$ cat config.mk
export PLATFORM = sky130hd
export DESIGN_NAME = key_cmd_decoder
export DESIGN_NICKNAME = d
export VERILOG_FILES = /design/src/rtl/key_cmd_decoder.sv
export SDC_FILE = /design/constraint.sdc
export NUM_CORES = 1
export LEC_CHECK = 0
export BUFFER_PORTS_ARGS = -buffer_cell sky130_fd_sc_hd__buf_2
export CORE_MARGIN = 1.5
export CORE_UTILIZATION = 41
export DETAILED_ROUTE_END_ITERATION = 10
export HOLD_SLACK_MARGIN = 0.06
export MAX_ROUTING_LAYER = met4
export SYNTH_ARGS = -nofsm -noshare
export SYNTH_HDL_FRONTEND = slang
export SYNTH_SLANG_ARGS = --single-unit
$ cat constraint.sdc
create_clock -name sys_clk -period 5.9 [get_ports sys_clk]
set_input_delay 0.59 -clock sys_clk [delete_from_list [all_inputs] [get_ports sys_clk]]
set_output_delay 0.59 -clock sys_clk [all_outputs]
set_load 0.03 [all_outputs]
$ cat src/rtl/key_cmd_decoder.sv
// Four-key press decoder: per-key SHORT/LONG/REPEAT/LONG_REL event FSMs feeding
// one-entry pending registers, a fixed-priority arbiter and a 4-deep command FIFO.
module key_cmd_decoder #(
    parameter logic [31:0] LONG_CNT   = 32'd50_000_000,
    parameter logic [31:0] REPEAT_CNT = 32'd10_000_000
) (
    input  logic       sys_clk,
    input  logic       sys_rst_n,
    input  logic       key_flag0,
    input  logic       key_flag1,
    input  logic       key_flag2,
    input  logic       key_flag3,
    input  logic       key_value0,
    input  logic       key_value1,
    input  logic       key_value2,
    input  logic       key_value3,
    output logic       cmd_valid,
    input  logic       cmd_ready,
    output logic [3:0] cmd_code,
    output logic [2:0] cmd_level,
    output logic       evt_drop
);

    typedef enum logic [1:0] {ST_IDLE, ST_HELD, ST_LONG} key_state_t;
    typedef enum logic [1:0] {EV_SHORT = 2'b00, EV_LONG = 2'b01,
                              EV_REPEAT = 2'b10, EV_LONG_REL = 2'b11} evt_t;

    logic [3:0]  flag;
    logic [3:0]  value;
    key_state_t  state_q [4];
    key_state_t  state_d [4];
    logic [31:0] cnt_q   [4];
    logic [31:0] cnt_d   [4];
    logic [3:0]  emit;
    evt_t        etype   [4];

    logic [3:0]  pend_v;
    logic [3:0]  pend_code [4];
    logic [3:0]  drain;
    logic        push;
    logic [1:0]  sel;
    logic        pop;
    logic        drop_any;

    logic [3:0]  mem [4];
    logic [1:0]  wr_ptr;
    logic [1:0]  rd_ptr;
    logic [2:0]  level;

    assign flag  = {key_flag3, key_flag2, key_flag1, key_flag0};
    assign value = {key_value3, key_value2, key_value1, key_value0};

    // Release is checked before the counter terminal value so it wins a tie.
    always_comb begin
        for (int unsigned i = 0; i < 4; i++) begin
            state_d[i] = state_q[i];
            cnt_d[i]   = cnt_q[i];
            emit[i]    = 1'b0;
            etype[i]   = EV_SHORT;
            case (state_q[i])
                ST_IDLE: begin
                    if (flag[i] && !value[i]) begin
                        state_d[i] = ST_HELD;
                        cnt_d[i]   = '0;
                    end
                end
                ST_HELD: begin
                    if (flag[i] && value[i]) begin
                        emit[i]    = 1'b1;
                        etype[i]   = EV_SHORT;
                        state_d[i] = ST_IDLE;
                        cnt_d[i]   = '0;
                    end else if (cnt_q[i] == LONG_CNT - 32'd1) begin
                        emit[i]    = 1'b1;
                        etype[i]   = EV_LONG;
                        state_d[i] = ST_LONG;
                        cnt_d[i]   = '0;
                    end else begin
                        cnt_d[i] = cnt_q[i] + 32'd1;
                    end
                end
                ST_LONG: begin
                    if (flag[i] && value[i]) begin
                        emit[i]    = 1'b1;
                        etype[i]   = EV_LONG_REL;
                        state_d[i] = ST_IDLE;
                        cnt_d[i]   = '0;
                    end else if (cnt_q[i] == REPEAT_CNT - 32'd1) begin
                        emit[i]  = 1'b1;
                        etype[i] = EV_REPEAT;
                        cnt_d[i] = '0;
                    end else begin
                        cnt_d[i] = cnt_q[i] + 32'd1;
                    end
                end
                default: begin
                    state_d[i] = ST_IDLE;
                    cnt_d[i]   = '0;
                end
            endcase
        end
    end

    always_ff @(posedge sys_clk or negedge sys_rst_n) begin
        if (!sys_rst_n) begin
            for (int unsigned i = 0; i < 4; i++) begin
                state_q[i] <= ST_IDLE;
                cnt_q[i]   <= '0;
            end
        end else begin
            for (int unsigned i = 0; i < 4; i++) begin
                state_q[i] <= state_d[i];
                cnt_q[i]   <= cnt_d[i];
            end
        end
    end

    // Arbiter looks at the pre-pop level, so a pop never frees room for a same-cycle push.
    always_comb begin
        push  = 1'b0;
        sel   = 2'd0;
        drain = '0;
        if (level < 3'd4) begin
            for (int unsigned i = 0; i < 4; i++) begin
                if (pend_v[i] && !push) begin
                    push     = 1'b1;
                    sel      = 2'(i);
                    drain[i] = 1'b1;
                end
            end
        end
    end

    assign drop_any = |(emit & pend_v & ~drain);

    always_ff @(posedge sys_clk or negedge sys_rst_n) begin
        if (!sys_rst_n) begin
            pend_v   <= '0;
            evt_drop <= 1'b0;
            for (int unsigned i = 0; i < 4; i++) begin
                pend_code[i] <= '0;
            end
        end else begin
            evt_drop <= drop_any;
            for (int unsigned i = 0; i < 4; i++) begin
                if (emit[i] && (!pend_v[i] || drain[i])) begin
                    pend_v[i]    <= 1'b1;
                    pend_code[i] <= {etype[i], 2'(i)};
                end else if (drain[i]) begin
                    pend_v[i] <= 1'b0;
                end
            end
        end
    end

    assign pop = cmd_valid && cmd_ready;

    always_ff @(posedge sys_clk or negedge sys_rst_n) begin
        if (!sys_rst_n) begin
            wr_ptr <= '0;
            rd_ptr <= '0;
            level  <= '0;
            for (int unsigned i = 0; i < 4; i++) begin
                mem[i] <= '0;
            end
        end else begin
            if (push) begin
                mem[wr_ptr] <= pend_code[sel];
                wr_ptr      <= wr_ptr + 2'd1;
            end
            if (pop) begin
                rd_ptr <= rd_ptr + 2'd1;
            end
            if (push && !pop) begin
                level <= level + 3'd1;
            end else if (!push && pop) begin
                level <= level - 3'd1;
            end
        end
    end

    assign cmd_valid = (level != 3'd0);
    assign cmd_code  = cmd_valid ? mem[rd_ptr] : 4'h0;
    assign cmd_level = level;

endmodule

==> impl_metrics.env <==
export IMPL_grt_pass1_wl_um=42340
export IMPL_fin_crit_sh_pct=51.62
export IMPL_firstDrtPassIters=5
export IMPL_crit_arrival_ns=3.37
export IMPL_min_period_ns=3.045
export IMPL_synth_area_leader_cell="dfrtp_1"
export IMPL_syn_avg_cell_area_sq_um=8.890
export IMPL_io_pins=20
export IMPL_ir_worst_vdd_mv=0.1776
export IMPL_synth_flop_cell="dfrtp_1"
export IMPL_instances_no_fill=1508
export IMPL_synth_edf_count=0
export IMPL_avgRoutedWirePerCell_um=16.21
export IMPL_synth_warnings=0
export IMPL_p_per_area_nw_per_um2=327.8
export IMPL_async_reset_ff_share_pct=100.0
export IMPL_clk_latency_ns=0.43
export IMPL_syn_inst=1172
export IMPL_maxSlewHeadroom_pct=17.90
export IMPL_rsz0062_at_grt="no"
export IMPL_die_area_sq_um=26380
export IMPL_critical_path_max_fanout=26
export IMPL_reg2reg_to="cnt_q[35]$_DFFE_PN0P_"
export IMPL_path_cells="nor4bb_1, nand4_1, nor4_2, o31a_1, o21ai_0, a21o_1"
export IMPL_slew_viol_final=0
export IMPL_worst_clock_skew_ns=0.01299
export IMPL_cpMaxStageDelayCell="o31a_1"
export IMPL_pwr_share_comb_pct=31.5
export IMPL_synth_cell_types=72
export IMPL_rrSetupSlack_ns=2.85
export IMPL_area_growth_synth_to_final_pct=8.659
export IMPL_synth_seq_area_share_pct=42.03
export IMPL_tightest_slew_ns=1.232
export IMPL_clock_root_buffer="clkbuf_16"
export IMPL_cts_buffers=17
export IMPL_nets=1198
export IMPL_ant_nets=0
export IMPL_grt_ovfl_total=0
export IMPL_gr_usage_met1_pct=27.33
export IMPL_pwr_share_clk_pct=29.5
export IMPL_core_area_sq_um=25040
export IMPL_rows=58
export IMPL_synth_top_area_share_pct=42.03
export IMPL_cts_resized=0
export IMPL_num_vias=8851
export IMPL_setup_violations=0
export IMPL_gp_congestion=0.8325
export IMPL_max_stage_delay_ns=0.81
export IMPL_initial_core_util_pct=41.61
export IMPL_end_kind="flip-flop"
export IMPL_layout_drive_gt1_share_pct=9.253
export IMPL_p_switching_uw=1420
export IMPL_grt_max_degree=71
export IMPL_start_kind="flip-flop"
export IMPL_synth_seq_cells=175
export IMPL_critical_path_top_delay_family="simple AND/OR/NAND/NOR gates"
export IMPL_drc_errors=0
export IMPL_r2r_start="cnt_q[43]$_DFFE_PN0P_"
export IMPL_placedInstanceArea_sq_um=10770
export IMPL_netlist_top_cells_area="dfrtp_1 42%, nand2_1 5.2%, nand3_1 4.3%, o21ai_0 4.3%, a21oi_1 2.9%"
export IMPL_io_buffers=19
export IMPL_sw_frac_of_total_pct=38.27
export IMPL_path_class="reg -> reg"
export IMPL_cts_root_to_sink_buffers=2
export IMPL_dp_final_hpwl_um=16270
export IMPL_postCtsSetupBuffers=0
export IMPL_synth_nets=1205
export IMPL_drt_total_wl_um=24450
export IMPL_hold_viol_final=0
export IMPL_ctsHoldBuffers=0
export IMPL_power_total_uw=3711
export IMPL_dp_cells=1476
export IMPL_min_path_type="in -> async"
export IMPL_cap_violations=0
export IMPL_die_width_um=162.4
export IMPL_syn_cell_area_sq_um=10420
export IMPL_power_frac_seq_pct=39.0
export IMPL_busiest_layer="met2"
export IMPL_fin_setup_tns_ns=0
export IMPL_antenna_found_initial=0
export IMPL_h_tree_depth=4
export IMPL_avgViaCountPerCell=5.869
export IMPL_grt_met3_usage_pct=3.158
export IMPL_die_h_um=162.4
export IMPL_crit_buf_inv=0
export IMPL_drt_iter0_drc=634
export IMPL_fmax_mhz=328.4
export IMPL_cts_sinks=175
export IMPL_gr_usage_met2_pct=31.72
export IMPL_status="finished, final reports clean"
export IMPL_grt_pass1_vias=8547
export IMPL_num_antenna_cells=0
export IMPL_r2r_cells=6
export IMPL_worst_ep_required_time_ns=6.23
export IMPL_stdcell_area_sq_um=11320
export IMPL_leakage_uw=0.004515
export IMPL_grt_usage_pct=20.08
export IMPL_cts_tree="yes"
export IMPL_cts_clk_slew_worst_paths_ns=0.07
export IMPL_p_int_uw=2291
-- worst max path at each step --
| stage | slack, ns | endpoint | depth (start not counted) | startpoint |
|---|---|---|---|---|
| 2_1_floorplan | 3.36 | cmd_level[2]$_DFFE_PN0P_ | 10 | cmd_level[2]$_DFFE_PN0P_ |
| 3_3_place_gp | 2.90 | cnt_q[44]$_DFFE_PN0P_ | 6 | cnt_q[61]$_DFFE_PN0P_ |
| 3_5_place_dp | 2.88 | cnt_q[35]$_DFFE_PN0P_ | 6 | cnt_q[61]$_DFFE_PN0P_ |
| 4_1_cts | 2.81 | cnt_q[35]$_DFFE_PN0P_ | 6 | cnt_q[61]$_DFFE_PN0P_ |
| 5_1_grt | 2.61 | cnt_q[35]$_DFFE_PN0P_ | 6 | cnt_q[51]$_DFFE_PN0P_ |
| 6_report | 2.85 | cnt_q[35]$_DFFE_PN0P_ | 6 | cnt_q[43]$_DFFE_PN0P_ |
-- per-layer routing --
layer,wire length [um],part of all wire [%]
met1,12030,49
met2,11300,46
met3,984,4.0
met4,140,0.57
met5,0,0
-- synthesized netlist by cell type, drive strengths merged, types with 6 or more instances --
master and number:
o21ai 92, nand2b 13, and4 15, nor4 24, xor2 8, mux2 21
nor4bb 9, nand3 90, a221o 6, buf 9, inv 48, o31ai 6
nor2 54, and3 28, clkbuf 42, dfrtp 175, a211oi 9, or3 24
xnor2 10, a21oi 61, and2 25, nand2 144, or4 16, o22ai 9
o311ai 11, a21o 13, a22o 15, ha 21, nand4 38, nor3 27
mux2i 24, a31oi 28
-- cell type report --
| type | count | area [sq um] |
|---|---|---|
| fillers | 2423 | 13720 |
| inverters | 48 | 180.2 |
| well taps | 330 | 412.9 |
| clock inverters | 15 | 125.1 |
| clock buffers | 17 | 425.4 |
| multi-input cells | 898 | 5649 |
| repair buffers | 25 | 148.9 |
| flip-flops and latches | 175 | 4379 |
-- state kept, by name (all words and copies together) (netlist names) --
signal	count
cnt_q	128
mem	16
pend_code	11
state_q	8
pend_v	4
cmd_level	3
rd_ptr	2
wr_ptr	2
evt_drop	1
-- power by group through the flow --
stage	Sequential (uW)	Combinational (uW)	Clock, uW
finish	1450	1170	1090
global route	1470	1310	1170
CTS	1450	1180	1120
detailed placement	1470	1170	0
global placement	1470	1160	0
floorplan	1430	918	0
-- worst register-to-register path: cells and delay by family, from the launching register on --
| family | cells | cell delay [ns] |
|---|---|---|
| AO/OA/AOI/OAI | 3 | 1.26 |
| AND/OR/NAND/NOR | 3 | 1.25 |
| flip-flops | 1 | 0.43 |
-- kinds of logic (layout without fill, tap and decap cells) --
family / after synthesis / after routing / synth area share (%)
XOR/XNOR: 18 / 18 / 1.513
adder cells (fa/ha/maj): 22 / 22 / 2.714
flip-flops: 175 / 175 / 42.03
AND/OR/NAND/NOR: 527 / 527 / 26.94
AO/OA/AOI/OAI: 282 / 282 / 17.43
buffers and inverters: 99 / 105 / 3.939
multiplexers: 49 / 49 / 5.440
-- per-stage QoR --
step	utilization [%]	hold slack [ns]	worst slack [ns]
after floorplan	-	0.2944	3.358
after global placement	43.02	0.4577	2.898
after detailed placement	43.02	0.4598	2.876
after CTS	45.22	0.1743	2.813
after global routing	45.22	0.1902	2.611
final	45.22	0.1476	2.855
-- layout by cell type, fill, tap and decap left out, types with 7 or more instances in the layout --
master | synthesis | routed
nand4_1 | 38 | 38
a22o_1 | 15 | 15
mux2i_1 | 24 | 24
o311ai_0 | 11 | 11
nor4_1 | 22 | 22
o21ai_0 | 90 | 90
inv_1 | 48 | 48
a31oi_1 | 28 | 28
ha_1 | 21 | 21
o22ai_1 | 9 | 9
nor4bb_1 | 9 | 9
mux2_2 | 21 | 21
nor2_1 | 53 | 52
or3_1 | 20 | 20
xor2_1 | 8 | 8
or4_1 | 14 | 14
buf_2 | 4 | 18
clkbuf_16 | 0 | 17
nand3_1 | 90 | 90
xnor2_1 | 10 | 10
nand2b_1 | 13 | 13
and4_1 | 14 | 14
dfrtp_1 | 175 | 175
nand2_1 | 143 | 143
and3_1 | 28 | 28
a211oi_1 | 8 | 8
inv_6 | 0 | 7
and2_1 | 21 | 21
nor3_1 | 27 | 27
a21oi_1 | 60 | 59
a21o_1 | 12 | 12
No activity file was read; power rests on OpenSTA's default activity.
